<file path="config.mk">
export PLATFORM = sky130hd
export DESIGN_NAME = uart_tx_flat
export DESIGN_NICKNAME = d
export VERILOG_FILES = /design/src/rtl/uart_tx_if.sv /design/src/rtl/uart_tx.sv /design/src/flat_wrapper.sv
export SDC_FILE = /design/constraint.sdc
export NUM_CORES = 1
export LEC_CHECK = 0
export BUFFER_PORTS_ARGS = -buffer_cell sky130_fd_sc_hd__clkbuf_2
export CAP_MARGIN = 20
export CORE_ASPECT_RATIO = 1.75
export CORE_MARGIN = 8
export CORE_UTILIZATION = 45
export CTS_CLUSTER_SIZE = 28
export DETAILED_ROUTE_END_ITERATION = 16
export PLACE_DENSITY = 0.59
export SYNTH_ARGS = -nofsm -noshare
export SYNTH_HDL_FRONTEND = slang
export SYNTH_SLANG_ARGS = --single-unit
</file>
<file path="constraint.sdc">
create_clock -name clk -period 4.13 [get_ports clk]
set_clock_uncertainty 0.05 [all_clocks]
set_input_delay 0.2065 -clock clk [delete_from_list [all_inputs] [get_ports clk]]
set_output_delay 0.2065 -clock clk [all_outputs]
set_load 0.01 [all_outputs]
</file>
<file path="src/rtl/uart_tx_if.sv">
// uart_tx_if: load handshake between a byte producer and the UART transmitter
interface uart_tx_if;
   logic [7:0] tx_data;
   logic       ld;
   logic       tdre;
   logic       OE;
   modport master (output tx_data, ld, input tdre, OE);
   modport slave (input tx_data, ld, output tdre, OE);
endinterface

</file>
<file path="src/rtl/uart_tx.sv">
// uart_tx: double-buffered 8N1 serial transmitter with sticky overrun flag
module uart_tx #(
   parameter logic [11:0] BIT_TIME = 12'h514
) (
   input  logic       clk,
   input  logic       clr,
   uart_tx_if.slave   bus,
   output logic       TxD,
   output logic       busy
);
   localparam logic [1:0] IDLE  = 2'd0;
   localparam logic [1:0] START = 2'd1;
   localparam logic [1:0] DATA  = 2'd2;
   localparam logic [1:0] STOP  = 2'd3;
   logic [1:0]  state_q, state_d;
   logic [7:0]  tx_buf_q, tx_buf_d;
   logic [7:0]  shreg_q, shreg_d;
   logic [11:0] baud_cnt_q, baud_cnt_d;
   logic [3:0]  bit_cnt_q, bit_cnt_d;
   logic        txd_q, txd_d;
   logic        tdre_q, tdre_d;
   logic        oe_q, oe_d;
   logic        bit_end;
   logic        xfer;
   assign bit_end  = baud_cnt_q == BIT_TIME - 12'd1;
   assign xfer     = !tdre_q && (state_q == IDLE || (state_q == STOP && bit_end));
   assign TxD      = txd_q;
   assign busy     = state_q != IDLE;
   assign bus.tdre = tdre_q;
   assign bus.OE   = oe_q;
   // next-state: buffer load/overrun, holding-to-shift transfer, bit sequencing
   always_comb begin
      state_d    = state_q;
      tx_buf_d   = tx_buf_q;
      shreg_d    = shreg_q;
      baud_cnt_d = baud_cnt_q;
      bit_cnt_d  = bit_cnt_q;
      txd_d      = txd_q;
      tdre_d     = tdre_q;
      oe_d       = oe_q;
      if (bus.ld) begin
         tx_buf_d = tdre_q ? bus.tx_data : tx_buf_q;
         tdre_d   = tdre_q ? 1'b0 : tdre_q;
         oe_d     = !tdre_q;
      end
      if (state_q != IDLE)
         baud_cnt_d = bit_end ? 12'd0 : baud_cnt_q + 12'd1;
      if (xfer) begin
         shreg_d    = tx_buf_q;
         tdre_d     = 1'b1;
         txd_d      = 1'b0;
         baud_cnt_d = 12'd0;
         bit_cnt_d  = 4'd0;
         state_d    = START;
      end else if (bit_end && state_q == START) begin
         txd_d   = shreg_q[0];
         state_d = DATA;
      end else if (bit_end && state_q == DATA) begin
         shreg_d   = {1'b0, shreg_q[7:1]};
         bit_cnt_d = bit_cnt_q + 4'd1;
         txd_d     = (bit_cnt_q == 4'd7) ? 1'b1 : shreg_q[1];
         state_d   = (bit_cnt_q == 4'd7) ? STOP : DATA;
      end else if (bit_end && state_q == STOP) begin
         txd_d   = 1'b1;
         state_d = IDLE;
      end
   end
   // state registers, cleared asynchronously so a frame aborts with the line high
   always_ff @(posedge clk or posedge clr) begin
      if (clr) begin
         state_q    <= IDLE;
         tx_buf_q   <= 8'd0;
         shreg_q    <= 8'd0;
         baud_cnt_q <= 12'd0;
         bit_cnt_q  <= 4'd0;
         txd_q      <= 1'b1;
         tdre_q     <= 1'b1;
         oe_q       <= 1'b0;
      end else begin
         state_q    <= state_d;
         tx_buf_q   <= tx_buf_d;
         shreg_q    <= shreg_d;
         baud_cnt_q <= baud_cnt_d;
         bit_cnt_q  <= bit_cnt_d;
         txd_q      <= txd_d;
         tdre_q     <= tdre_d;
         oe_q       <= oe_d;
      end
   end
endmodule

</file>
<file path="src/flat_wrapper.sv">
// flat-port wrapper written by rule: the top's interface ports become plain ports
module uart_tx_flat 
#(
   parameter logic [11:0] BIT_TIME = 12'h514
)
  (clk, clr, TxD, busy, bus_tx_data, bus_ld, bus_tdre, bus_OE);
  uart_tx_if bus_i ();
  input  logic clk;
  input  logic clr;
  output logic TxD;
  output logic busy;
  input wire logic [$bits(bus_i.tx_data)-1:0] bus_tx_data;
  input wire logic [$bits(bus_i.ld)-1:0] bus_ld;
  output wire logic [$bits(bus_i.tdre)-1:0] bus_tdre;
  output wire logic [$bits(bus_i.OE)-1:0] bus_OE;
  assign bus_i.tx_data = bus_tx_data;
  assign bus_i.ld = bus_ld;
  assign bus_tdre = bus_i.tdre;
  assign bus_OE = bus_i.OE;
  uart_tx #(.BIT_TIME(BIT_TIME)) u_core (.clk(clk), .clr(clr), .bus(bus_i), .TxD(TxD), .busy(busy));
endmodule
</file>
; After elaboration in Yosys (flattened, before gate mapping)
; Index checks and enable logic that the tools add are counted.
[totals]
ff_bits = 37
latchBits = 0
mem_bits_rw = 0
mem_bits_ro = 0
out_inout_bits = 4
memories = 0
[classes]
add_sub_neg = 2
mul = 0
div_mod_pow = 0
n_lt_le_gt_ge = 0
n_eq_ne = 6
shift = 0
mux = 21
n_bitwise = 0
reduce_logical = 14
[ops]
columns = op, count
row1 = $mux W12, 3
row2 = $mux W8, 3
row3 = $add A12 B1 Y12 const B, 1
row4 = $eq A12 B11 Y1 const B, 1
row5 = $mux W4, 3
row6 = $mux W1, 8
row7 = $mux W2, 4
row8 = $reduce_bool A2 Y1, 4
row9 = $add A4 B1 Y4 const B, 1
row10 = $eq A2 B2 Y1 const B, 2
row11 = $eq A4 B3 Y1 const B, 1
row12 = $logic_and A1 B1 Y1, 4
row13 = $reduce_and A2 Y1, 2
row14 = $reduce_bool A4 Y1, 1
row15 = $eq A2 B1 Y1 const B, 1
row16 = $logic_not A2 Y1, 1
row17 = $ne A2 B1 Y1 const B, 1
row18 = $logic_not A1 Y1, 1
row19 = $logic_or A1 B1 Y1, 1

; Logic depth before layout (Yosys ltp)
; Gate-level depths: netlist (run 1).
[depth]
depth_word = 6
depth_mapped = 7
ltp_nobuf = 5

; Worst setup path before layout (run 1)
; No wires, ideal clock.
[synth_path]
path_kind = reg-to-reg
from = reg u_core.tdre_q (netlist: u_core.bus.tdre)
to = reg u_core.baud_cnt_q[11]
setup_ns = 0.073
arrival_ns = 1.637
required_ns = 4.007
path_slack_ns = 2.370
stages_incl_launch_ff = 6
path_buffers = 1
cell_sequence = dfstp_2 > buf_6 > nor3b_4 > or3_4 > or4_4 > a21oi_2
[synth_between]
elab_chain_len = 3
word_cells_on_any_way = 4
cone_classes = 1 x mux / 3 x reduce/logical
[synth_lines]
columns = element, line
row1 = "start, declared", uart_tx.sv:21  ; logic tdre_q, tdre_d;
row2 = "start signal, assigned", uart_tx.sv:86  ; tdre_q <= tdre_d;
row3 = $logic_not A1 Y1 (*), uart_tx.sv:26  ; assign xfer = !tdre_q && (state_q == IDLE || (state_q == STOP && bit_end));
row4 = $logic_and A1 B1 Y1 (*), uart_tx.sv:26
row5 = $mux W12 or $reduce_bool A2 Y1 (tied branches), n/a
row6 = "end signal, assigned", uart_tx.sv:83  ; baud_cnt_q <= baud_cnt_d;
row7 = "end, declared", uart_tx.sv:18  ; logic [11:0] baud_cnt_q, baud_cnt_d;
; Every way passes the cells marked *; elsewhere a longest branch is shown, timed or not.
; A chain may end at the register's enable or synchronous reset.

; Worst setup path in the final report (run 1)
[layout_path]
from = reg u_core.baud_cnt_q[5]
to = reg u_core.bit_cnt_q[3]
[layout_between]
elab_chain_len = 6
word_cells_on_any_way = 10
cone_classes = 2 x eq/ne / 1 x mux / 7 x reduce/logical
[layout_lines]
columns = element, line
row1 = $eq A12 B11 Y1 (*), uart_tx.sv:25  ; assign bit_end = baud_cnt_q == BIT_TIME - 12'd1;
row2 = $logic_and A1 B1 Y1, uart_tx.sv:26
row3 = $logic_or A1 B1 Y1, uart_tx.sv:26
row4 = $logic_and A1 B1 Y1, uart_tx.sv:26
row5 = $ne A2 B1 Y1 (no line) or $reduce_bool A2 Y1 (tied branches), n/a
row6 = $reduce_and A2 Y1 (no line), n/a
row7 = "end signal, assigned", uart_tx.sv:84  ; bit_cnt_q <= bit_cnt_d;
row8 = "end, declared", uart_tx.sv:19  ; logic [3:0] bit_cnt_q, bit_cnt_d;
; Marks and branches as above.

==> flow_summary.toml, run 1 <==
[global_routing]
track_usage_pct = 12.1
grt_pass1_vias = 1374
grt_pass1_wl_um = 6050
grt_max_degree = 38
antenna_found_initial = 0
grt.overflow.total = 0

[clock_network]
cts_post_setup_buffers_inserted = 0
cts_buffers = 5
clk_latency_ps = 290
htreeDepth = 2
cts_root_buf = "clkbuf_8"
clkSinkCount = 37
ctsResizeCount = 0
cts_max_path_buffers = 2
hold_buffers = 1
path_clk_slew_ps = 70
cts_tree = "yes"

[sta]
finalHoldViolCount = 0
layout_min_cycle_time_ps = 2270
max_freq_mhz = 441
drv_slew = 0
final.period_utilization_pct = 55.0
totalNegativeSetupSlack_ps = 0
tightestPinTransition_ps = 1020
slew_headroom_pct = 30.9
rsz0062_at_grt = "false"
setup_violations = 0
hold_slack_ps = 98.9

[min_path]
hp-start = "bus_tx_data[3]"
min_delay_path_depth = 2
min_path_type = "input pin to flop"
hold_path_end = "u_core.tx_buf_q[3]"

[cells_and_area]
area_growth_pct = 11.4
drive_above_1_share_pct = 21.8
antenna_cells = 0
fin_util_pct = 50.7
fill_cells = 395
regArea_um2 = 928
final_net_count = 200
multiInputGateArea_um2 = 826

[synth]
ys_seq_elements = 37
syn_area_um2 = 1840
synth_cells = 172
yosysWarnings = 0
synth_ff_type = "dfrtp_1"
synth_top_area_cell = "dfrtp_1"
synth_area_per_cell_um2 = 10.7
synthArstFlopShare_pct = 100
synth_cell_types = 39
synth_edf_count = 0
synth_top_area_share_pct = 47.7
ys_seq_area_share_pct = 50.5
yosys-top-cells-area = "dfrtp_1 (48%), mux2_2 (6.1%), mux2i_1 (4.9%)"
synthesis.nets = 185

[pwr]
powerDensity_nw_per_um2 = 395
leakage_uw = 0.000938
vdd_drop_max_mv = 0.258

[floorplan]
die_h_um = 101
ios = 15
initial_core_util_pct = 45.5
rows = 31
dieWidth_um = 64.3
fp.dieArea_um2 = 6460
core_area_um2 = 4030

[flow_run]
drv_cap = 0

[worst_setup_path]
cp_max_fo = 13
reg2reg_to = "u_core.bit_cnt_q[3]"
reg2reg_slack_ps = 1860
r2r-start = "u_core.baud_cnt_q[5]"
arrival_ps = 2440
ff2ff_path_depth = 4
worstSetupPathType = "flop to flop"
start_kind = "flop"
required_ps = 4300
critPathCaptureType = "flop"

[place]
routabilityCongestion = 0.757
port-buffer-count = 14
dpl.hpwl_um = 2660

[drt]
wl_per_cell_um = 14.7
dr.pass1.iters = 4
vias = 1276
drc = 0
wl_met2_um = 1960
routed_wirelength_um = 3490
route.met3.wl_um = 85
dr.max_layer_used = "met4"
initialDrtViolationCount = 18
ant_nets = 0
viasPerCell = 5.38
m1WireLength_um = 1320

[outcome]
outcome = "complete, no violations"
worst max-delay path, stage by stage, from the launching register on:
cell and delay (ps):
dfrtp_1 440, nor3_1 370, nand4_1 630, or3_1 560, a21oi_1 150
sequential cells by signal (all words and copies together) (netlist names):
signal,count
u_core.TxD,1
u_core.shreg_q,8
u_core.bit_cnt_q,4
u_core.state_q,2
u_core.tx_buf_q,8
u_core.bus.OE,1
u_core.bus.tdre,1
u_core.baud_cnt_q,12
per-stage QoR:
| step | cells | cell area, um^2 | setup slack [ps] | power (uW) |
|---|---|---|---|---|
| 5_1_grt | 237 | 2050 | 1580 | 838 |
| 6_report | 237 | 2050 | 1860 | 807 |
| 4_1_cts | 237 | 2050 | 1860 | 818 |
| 3_5_place_dp | 228 | 1920 | 1880 | 494 |
| 2_1_floorplan | 172 | 1840 | 2370 | 474 |
| 3_3_place_gp | 228 | 1920 | 1940 | 488 |
cell type report:
cell class                 count  share of cell area, %
clock buffer                   7                   4.22
clock inverter                 1                   1.47
inverter                       7                   1.28
multi-input combinational    120                   40.4
sequential                    37                   45.4
tap                           49                   3.00
timing repair buffer          16                   4.28
power by group:
part / internal [uW] / leakage, uW / switching (uW) / total, uW
sequential: 405 / 0.000473 / 22.7 / 427
clock: 197 / 0.0000585 / 125 / 321
combinational: 37.5 / 0.000407 / 20.7 / 58.2
cells in the final DEF, fill, tap and decap left out, types with 3 or more instances in the layout:
cell / count
nor4_1: 3
nand3_1: 6
nor2_1: 21
inv_1: 7
nand2_1: 10
clkbuf_2: 14
xnor2_1: 8
a21oi_1: 13
clkbuf_8: 6
o21ai_0: 5
mux2i_1: 9
or3_1: 4
mux2_2: 10
dfrtp_1: 35
worst max path at each step:
stage,from,end,slack [ps]
2_1_floorplan,u_core.bus.tdre,u_core.baud_cnt_q[11],2370
3_3_place_gp,u_core.baud_cnt_q[0],u_core.bit_cnt_q[3],1940
3_5_place_dp,u_core.baud_cnt_q[5],u_core.bit_cnt_q[3],1880
4_1_cts,u_core.baud_cnt_q[0],u_core.bit_cnt_q[3],1860
5_1_grt,u_core.baud_cnt_q[5],u_core.bit_cnt_q[3],1580
6_report,u_core.baud_cnt_q[5],u_core.bit_cnt_q[3],1860
cells in the mapped netlist, drive strengths merged (3+ instances only):
master / number
a21oi: 14
buf: 7
dfrtp: 35
inv: 7
mux2: 10
mux2i: 9
nand2: 10
nand3: 6
nor2: 21
nor4: 3
o21ai: 5
or3: 5
xnor2: 8
metal layers:
metal / vias up / track usage (%)
li1: 633 / -
met1: 612 / 10.5
met2: 21 / 23.0
met3: 10 / 3.12
met4: 0 / 7.77
met5: - / 0
cells by family after synthesis:
kind of cell / share of synthesized area, %
AO/OA/AOI/OAI: 9.40
XOR/XNOR: 4.77
flip-flops: 50.5
multiplexers: 11.0
buffers and inverters: 4.50
AND/OR/NAND/NOR: 18.4
adder cells (fa/ha/maj): 1.36
Power figures use the tool's default switching activity.
==> run 2, diff against run 1 <==
--- a/config.mk
+++ b/config.mk
@@ -12,7 +12,7 @@
 export CORE_UTILIZATION = 45
 export CTS_CLUSTER_SIZE = 28
 export DETAILED_ROUTE_END_ITERATION = 16
-export PLACE_DENSITY = 0.59
+export PLACE_DENSITY = 0.61
 export SYNTH_ARGS = -nofsm -noshare
 export SYNTH_HDL_FRONTEND = slang
 export SYNTH_SLANG_ARGS = --single-unit
==> constraint.sdc (replaced) <==
create_clock -name clk -period 2 [get_ports clk]
set_clock_uncertainty 0.05 [all_clocks]
set_input_delay 0.1 -clock clk [delete_from_list [all_inputs] [get_ports clk]]
set_output_delay 0.1 -clock clk [all_outputs]
set_load 0.01 [all_outputs]
==> run 2 against run 1 <==
Cell count grew 5.9%; sequential power grew 110%; flip-flop and latch count is the same; critical endpoint unchanged.
==> flow_summary.toml, run 2 (synthesized netlist as in run 1, its figures left out) <==
[outcome]
outcome = "complete, no violations"

[flow_run]
drv_cap = 0

[clock_network]
cts_root_buf = "clkbuf_8"
cts_buffers = 5
cts_max_path_buffers = 2
clk_latency_ps = 290
clkSinkCount = 37
path_clk_slew_ps = 70
cts_tree = "yes"
htreeDepth = 2

[place]
port-buffer-count = 14
placed_cells = 234
routabilityCongestion = 0.794
dpl.hpwl_um = 2740

[cells_and_area]
top_register = "u_core.baud_cnt_q"
antenna_cells = 0
drive_above_1_share_pct = 24.3
final_net_count = 214
area_growth_pct = 18.5
biggestRegsByFlops = "u_core.baud_cnt_q (12), u_core.shreg_q (8), u_core.tx_buf_q (8)"
fill_cells = 371
fin_cells = 251
largest_register_ffs = 12
final_cell_mix = "dfrtp_1 (35), nor2_1 (21), clkbuf_2 (14)"
layout_commonest_cell = "dfrtp_1"

[global_routing]
track_usage_pct = 12.1
grt.overflow.total = 0
antenna_found_initial = 0
grt_max_degree = 38
grt_pass1_wl_um = 6310
grt_pass1_vias = 1468

[floorplan]
fp.dieArea_um2 = 6460
dieWidth_um = 64.3
rows = 31
core_area_um2 = 4030
die_h_um = 101
initial_core_util_pct = 45.5
ios = 15

[sta]
max_freq_mhz = 535
totalNegativeSetupSlack_ps = 0
final.period_utilization_pct = 93.4
finalHoldViolCount = 0
drv_slew = 0
slew_headroom_pct = 69.2
tightestPinTransition_ps = 462
layout_min_cycle_time_ps = 1870
setup_violations = 0
rsz0062_at_grt = "false"

[drt]
routed_wirelength_um = 3660
vias = 1367
dr.pass1.iters = 4
ant_nets = 0
wl_per_cell_um = 14.6
viasPerCell = 5.45
drc = 0
initialDrtViolationCount = 18

[pwr]
leakage_uw = 0.000995
vdd_drop_max_mv = 0.559
powerDensity_nw_per_um2 = 779
p_total_uw = 1700

[min_path]
min_path_type = "input pin to flop"

[worst_setup_path]
crit_family = "simple AND/OR/NAND/NOR gates"
required_ps = 2160
worstSetupPathType = "flop to flop"
critPathBufInv = 0
critPathCaptureType = "flop"
path_cells = "ha_1 -> and4bb_2 -> nand4_1 -> or3_1 -> a21oi_1"
arrival_ps = 2030
reg2reg_slack_ps = 130
cp_max_fo = 7
slowest_stage = "dfrtp_1"
start_kind = "flop"
max_stage_delay_ps = 420
-- run 2: changes by cell type in the layout (fill, tap and decap cells not counted), sizes merged --
cell         delta
buf             +6
clkbuf          -1
clkinvlp        +1
dlygate4sd3     +8
-- run 2: worst reg2reg max path: stages (launching register included) --
cell      delay [ps]
dfrtp_1          420
ha_1             230
and4bb_2         280
nand4_1          250
or3_1            430
a21oi_1          150
-- run 2: worst paths after layout --
check | startpoint | endpoint | cells after the start
min | bus_ld | u_core.bus.OE | 2
min reg2reg | u_core.TxD | u_core.TxD | 2
max reg2reg | u_core.baud_cnt_q[0] | u_core.bit_cnt_q[3] | 5
min in group asynchronous | clr | u_core.bit_cnt_q[0] | 4
max | u_core.baud_cnt_q[0] | u_core.bit_cnt_q[3] | 5
max in group asynchronous | clr | u_core.TxD | 4
-- run 2: what timing repair did --
item                                    in CTS  in global routing
resized for setup                            0                  1
setup buffers                                0                  0
endpoints found under the hold margin       43                  0
hold buffers                                 9                  0
endpoints found under the setup margin       0                  9
-- run 2: metrics by stage --
stage / instance area, um^2 / hold WS, ps / util (%) / setup WS [ps]
2_1_floorplan: 1840 / 201 / - / 240
4_1_cts: 2170 / 20.9 / 53.9 / 65.2
6_report: 2180 / 29.8 / 53.9 / 132
5_1_grt: 2180 / 46.3 / 53.9 / 8.42
3_5_place_dp: 1960 / 165 / 48.7 / 88.9
3_3_place_gp: 1960 / 159 / 48.7 / 123
-- run 2: where the power goes --
part           switching, uW  total (uW)  internal, uW
combinational           46.1         134          87.7
clock                    274         680           406
sequential              47.3         883           835
total                    367        1700          1330
-- run 2: area by class of cell --
cell class	instances	area, um^2	area share, %
Clock buffer	6	82.6	3.80
Clock inverter	2	37.5	1.73
Inverter	7	26.3	1.21
Multi-Input combinational cell	120	827	38.0
Sequential cell	37	928	42.7
Tap cell	49	61.3	2.82
Timing Repair Buffer	30	213	9.78
-- run 2: routing by layer --
layer	vias to the layer above	track usage (%)	share of wire (%)
met2	17	24.3	59
met3	8	3.01	2.6
li1	661	-	-
met1	681	10.8	37
met4	0	4.56	1.7
met5	-	0	0
==> run 3, diff against run 2 <==
--- a/config.mk
+++ b/config.mk
@@ -9,10 +9,10 @@
 export CAP_MARGIN = 20
 export CORE_ASPECT_RATIO = 1.75
 export CORE_MARGIN = 8
-export CORE_UTILIZATION = 45
+export CORE_UTILIZATION = 33
 export CTS_CLUSTER_SIZE = 28
 export DETAILED_ROUTE_END_ITERATION = 16
-export PLACE_DENSITY = 0.61
+export PLACE_DENSITY = 0.47
 export SYNTH_ARGS = -nofsm -noshare
 export SYNTH_HDL_FRONTEND = slang
 export SYNTH_SLANG_ARGS = --single-unit
==> run 3 against run 2 <==
Utilization down 14 points; global-route usage shrank 2.2 points; first-iteration DRC count is 22% higher; count of clock-buffer cells in the layout rose by 1; sequential share of layout area decreased by 0.41 points; power fell by 9.4%; setup slack better by 66 ps; cell area grew 0.98%; largest cell class unchanged; largest power group unchanged.
==> flow_summary.toml, run 3 (synthesized netlist as in run 1, its figures left out) <==
[cells_and_area]
final_net_count = 215
largest_register_ffs = 12
area_growth_pct = 19.6
antenna_cells = 0
final_cell_mix = "dfrtp_1 (35), nor2_1 (21), clkbuf_2 (14)"
drive_above_1_share_pct = 24.3
biggestRegsByFlops = "u_core.baud_cnt_q (12), u_core.shreg_q (8), u_core.tx_buf_q (8)"
fill_cells = 549
layout_commonest_cell = "dfrtp_1"
top_register = "u_core.baud_cnt_q"

[clock_network]
cts_buffers = 5
cts_tree = "yes"
cts_post_setup_buffers_inserted = 0
path_clk_slew_ps = 70
cts_max_path_buffers = 2
htreeDepth = 2
clk_latency_ps = 280
clkSinkCount = 37
cts_root_buf = "clkbuf_8"

[worst_setup_path]
critPathBufInv = 1
r2r-start = "u_core.baud_cnt_q[1]"
slowest_stage = "dfrtp_1"
ff2ff_path_depth = 6
reg2reg_to = "u_core.bit_cnt_q[3]"
reg2reg_slack_ps = 200
arrival_ps = 1910
max_stage_delay_ps = 390
cp_max_fo = 9
worstSetupPathType = "flop to flop"
start_kind = "flop"
critPathCaptureType = "flop"
required_ps = 2110
path_cells = "ha_1 -> and4bb_2 -> nand4_1 -> buf_4 -> o21ai_0 -> a21oi_1"
crit_family = "simple AND/OR/NAND/NOR gates"

[drt]
wl_per_cell_um = 13.5
initialDrtViolationCount = 22
viasPerCell = 4.79
drc = 0
dr.pass1.iters = 4
ant_nets = 0
vias = 1332
routed_wirelength_um = 3740

[flow_run]
drv_cap = 0

[outcome]
outcome = "complete, no violations"

[global_routing]
grt_pass1_vias = 1404
track_usage_pct = 9.87
grt.overflow.total = 0
grt_max_degree = 38
grt_pass1_wl_um = 6450
antenna_found_initial = 0

[place]
routabilityCongestion = 0.849
port-buffer-count = 14
dpl.hpwl_um = 2860
place_worst_setup_slack_ps = 197

[sta]
max_freq_mhz = 555
drv_slew = 0
tightestPinTransition_ps = 467
finalHoldViolCount = 0
setup_violations = 0
fin_ws_ps = 198
layout_min_cycle_time_ps = 1800
totalNegativeSetupSlack_ps = 0
final.period_utilization_pct = 90.1
slew_headroom_pct = 68.8
rsz0062_at_grt = "false"

[min_path]
min_delay_path_depth = 2
hp-start = "bus_tx_data[1]"
hold_path_end = "u_core.tx_buf_q[1]"
min_path_type = "input pin to flop"

[floorplan]
dieWidth_um = 72.4
fp.dieArea_um2 = 8300
ios = 15
initial_core_util_pct = 33.7
die_h_um = 115
core_area_um2 = 5450
rows = 36

[pwr]
leakage_uw = 0.000996
seq_power_share_pct = 57.7
clockPowerShare_pct = 33.8
switchingPower_uw = 341
powerDensity_nw_per_um2 = 700
vdd_drop_max_mv = 0.569
p_int_uw = 1200
switching_share_pct = 22.2
power_frac_comb_pct = 8.5
[run 3: cell types whose count changed in the layout (fill, tap and decap cells not counted), sizes merged]
cell,delta
clkinvlp,-1
dlygate4sd3,-1
bufinv,-1
buf,+2
clkbuf,+1
[run 3: worst register-to-register path: cells and delay by family (launching register included)]
kind                     cells  cell delay, ps
adder cells (fa/ha/maj)      1             210
flip-flops                   1             390
AND/OR/NAND/NOR              2             500
buffers and inverters        1             280
AO/OA/AOI/OAI                2             250
[run 3: area by class of cell]
cell class	instances	area (um^2)	area share (%)
well taps	76	95.1	4.33
flip-flops and latches	37	928	42.3
multi-input cells	120	831	37.8
repair buffers	31	230	10.5
inverters	7	26.3	1.20
clock buffers	7	86.3	3.93
[run 3: how the worst max path moves through the flow]
stage / startpoint / endpoint / slack, ps / depth (start not counted)
finish: u_core.baud_cnt_q[1] / u_core.bit_cnt_q[3] / 200 / 6
detailed placement: u_core.baud_cnt_q[1] / u_core.bit_cnt_q[3] / 200 / 6
floorplan: u_core.bus.tdre / u_core.baud_cnt_q[11] / 240 / 5
global placement: u_core.baud_cnt_q[2] / u_core.baud_cnt_q[11] / 230 / 4
CTS: u_core.baud_cnt_q[1] / u_core.shreg_q[4] / 190 / 6
global route: u_core.baud_cnt_q[1] / u_core.shreg_q[2] / 10 / 6
[run 3: metal layers]
layer	up-vias	wire (um)	GRT usage [%]
met5	-	0	0
met4	0	75	3.76
met3	7	91	2.28
met2	18	2110	19.0
met1	646	1470	9.66
li1	661	-	-
[run 3: power by group through the flow]
stage	registers (uW)	logic [uW]	clock network, uW
after floorplan	881	98.1	0
after global placement	893	119	0
after detailed placement	901	123	0
after CTS	887	135	543
after global routing	895	142	561
final	887	131	519
[run 3: what timing repair did]
| item | 4_1_cts | 5_1_grt |
|---|---|---|
| hold buffers | 8 | 0 |
| gates resized for setup | 0 | 1 |
| setup endpoints to repair | 0 | 3 |
| endpoints found under the hold margin | 42 | 0 |
[run 3: metrics by stage]
stage	hold slack, ps	total power [uW]	instances	utilization, %	instance area (um^2)
after floorplan	201	979	172	-	1840
after global placement	166	1010	263	37.2	2030
after detailed placement	178	1020	263	37.2	2030
after CTS	8.38	1570	278	40.2	2190
after global routing	8.54	1600	278	40.3	2200
final	9.51	1540	278	40.3	2200
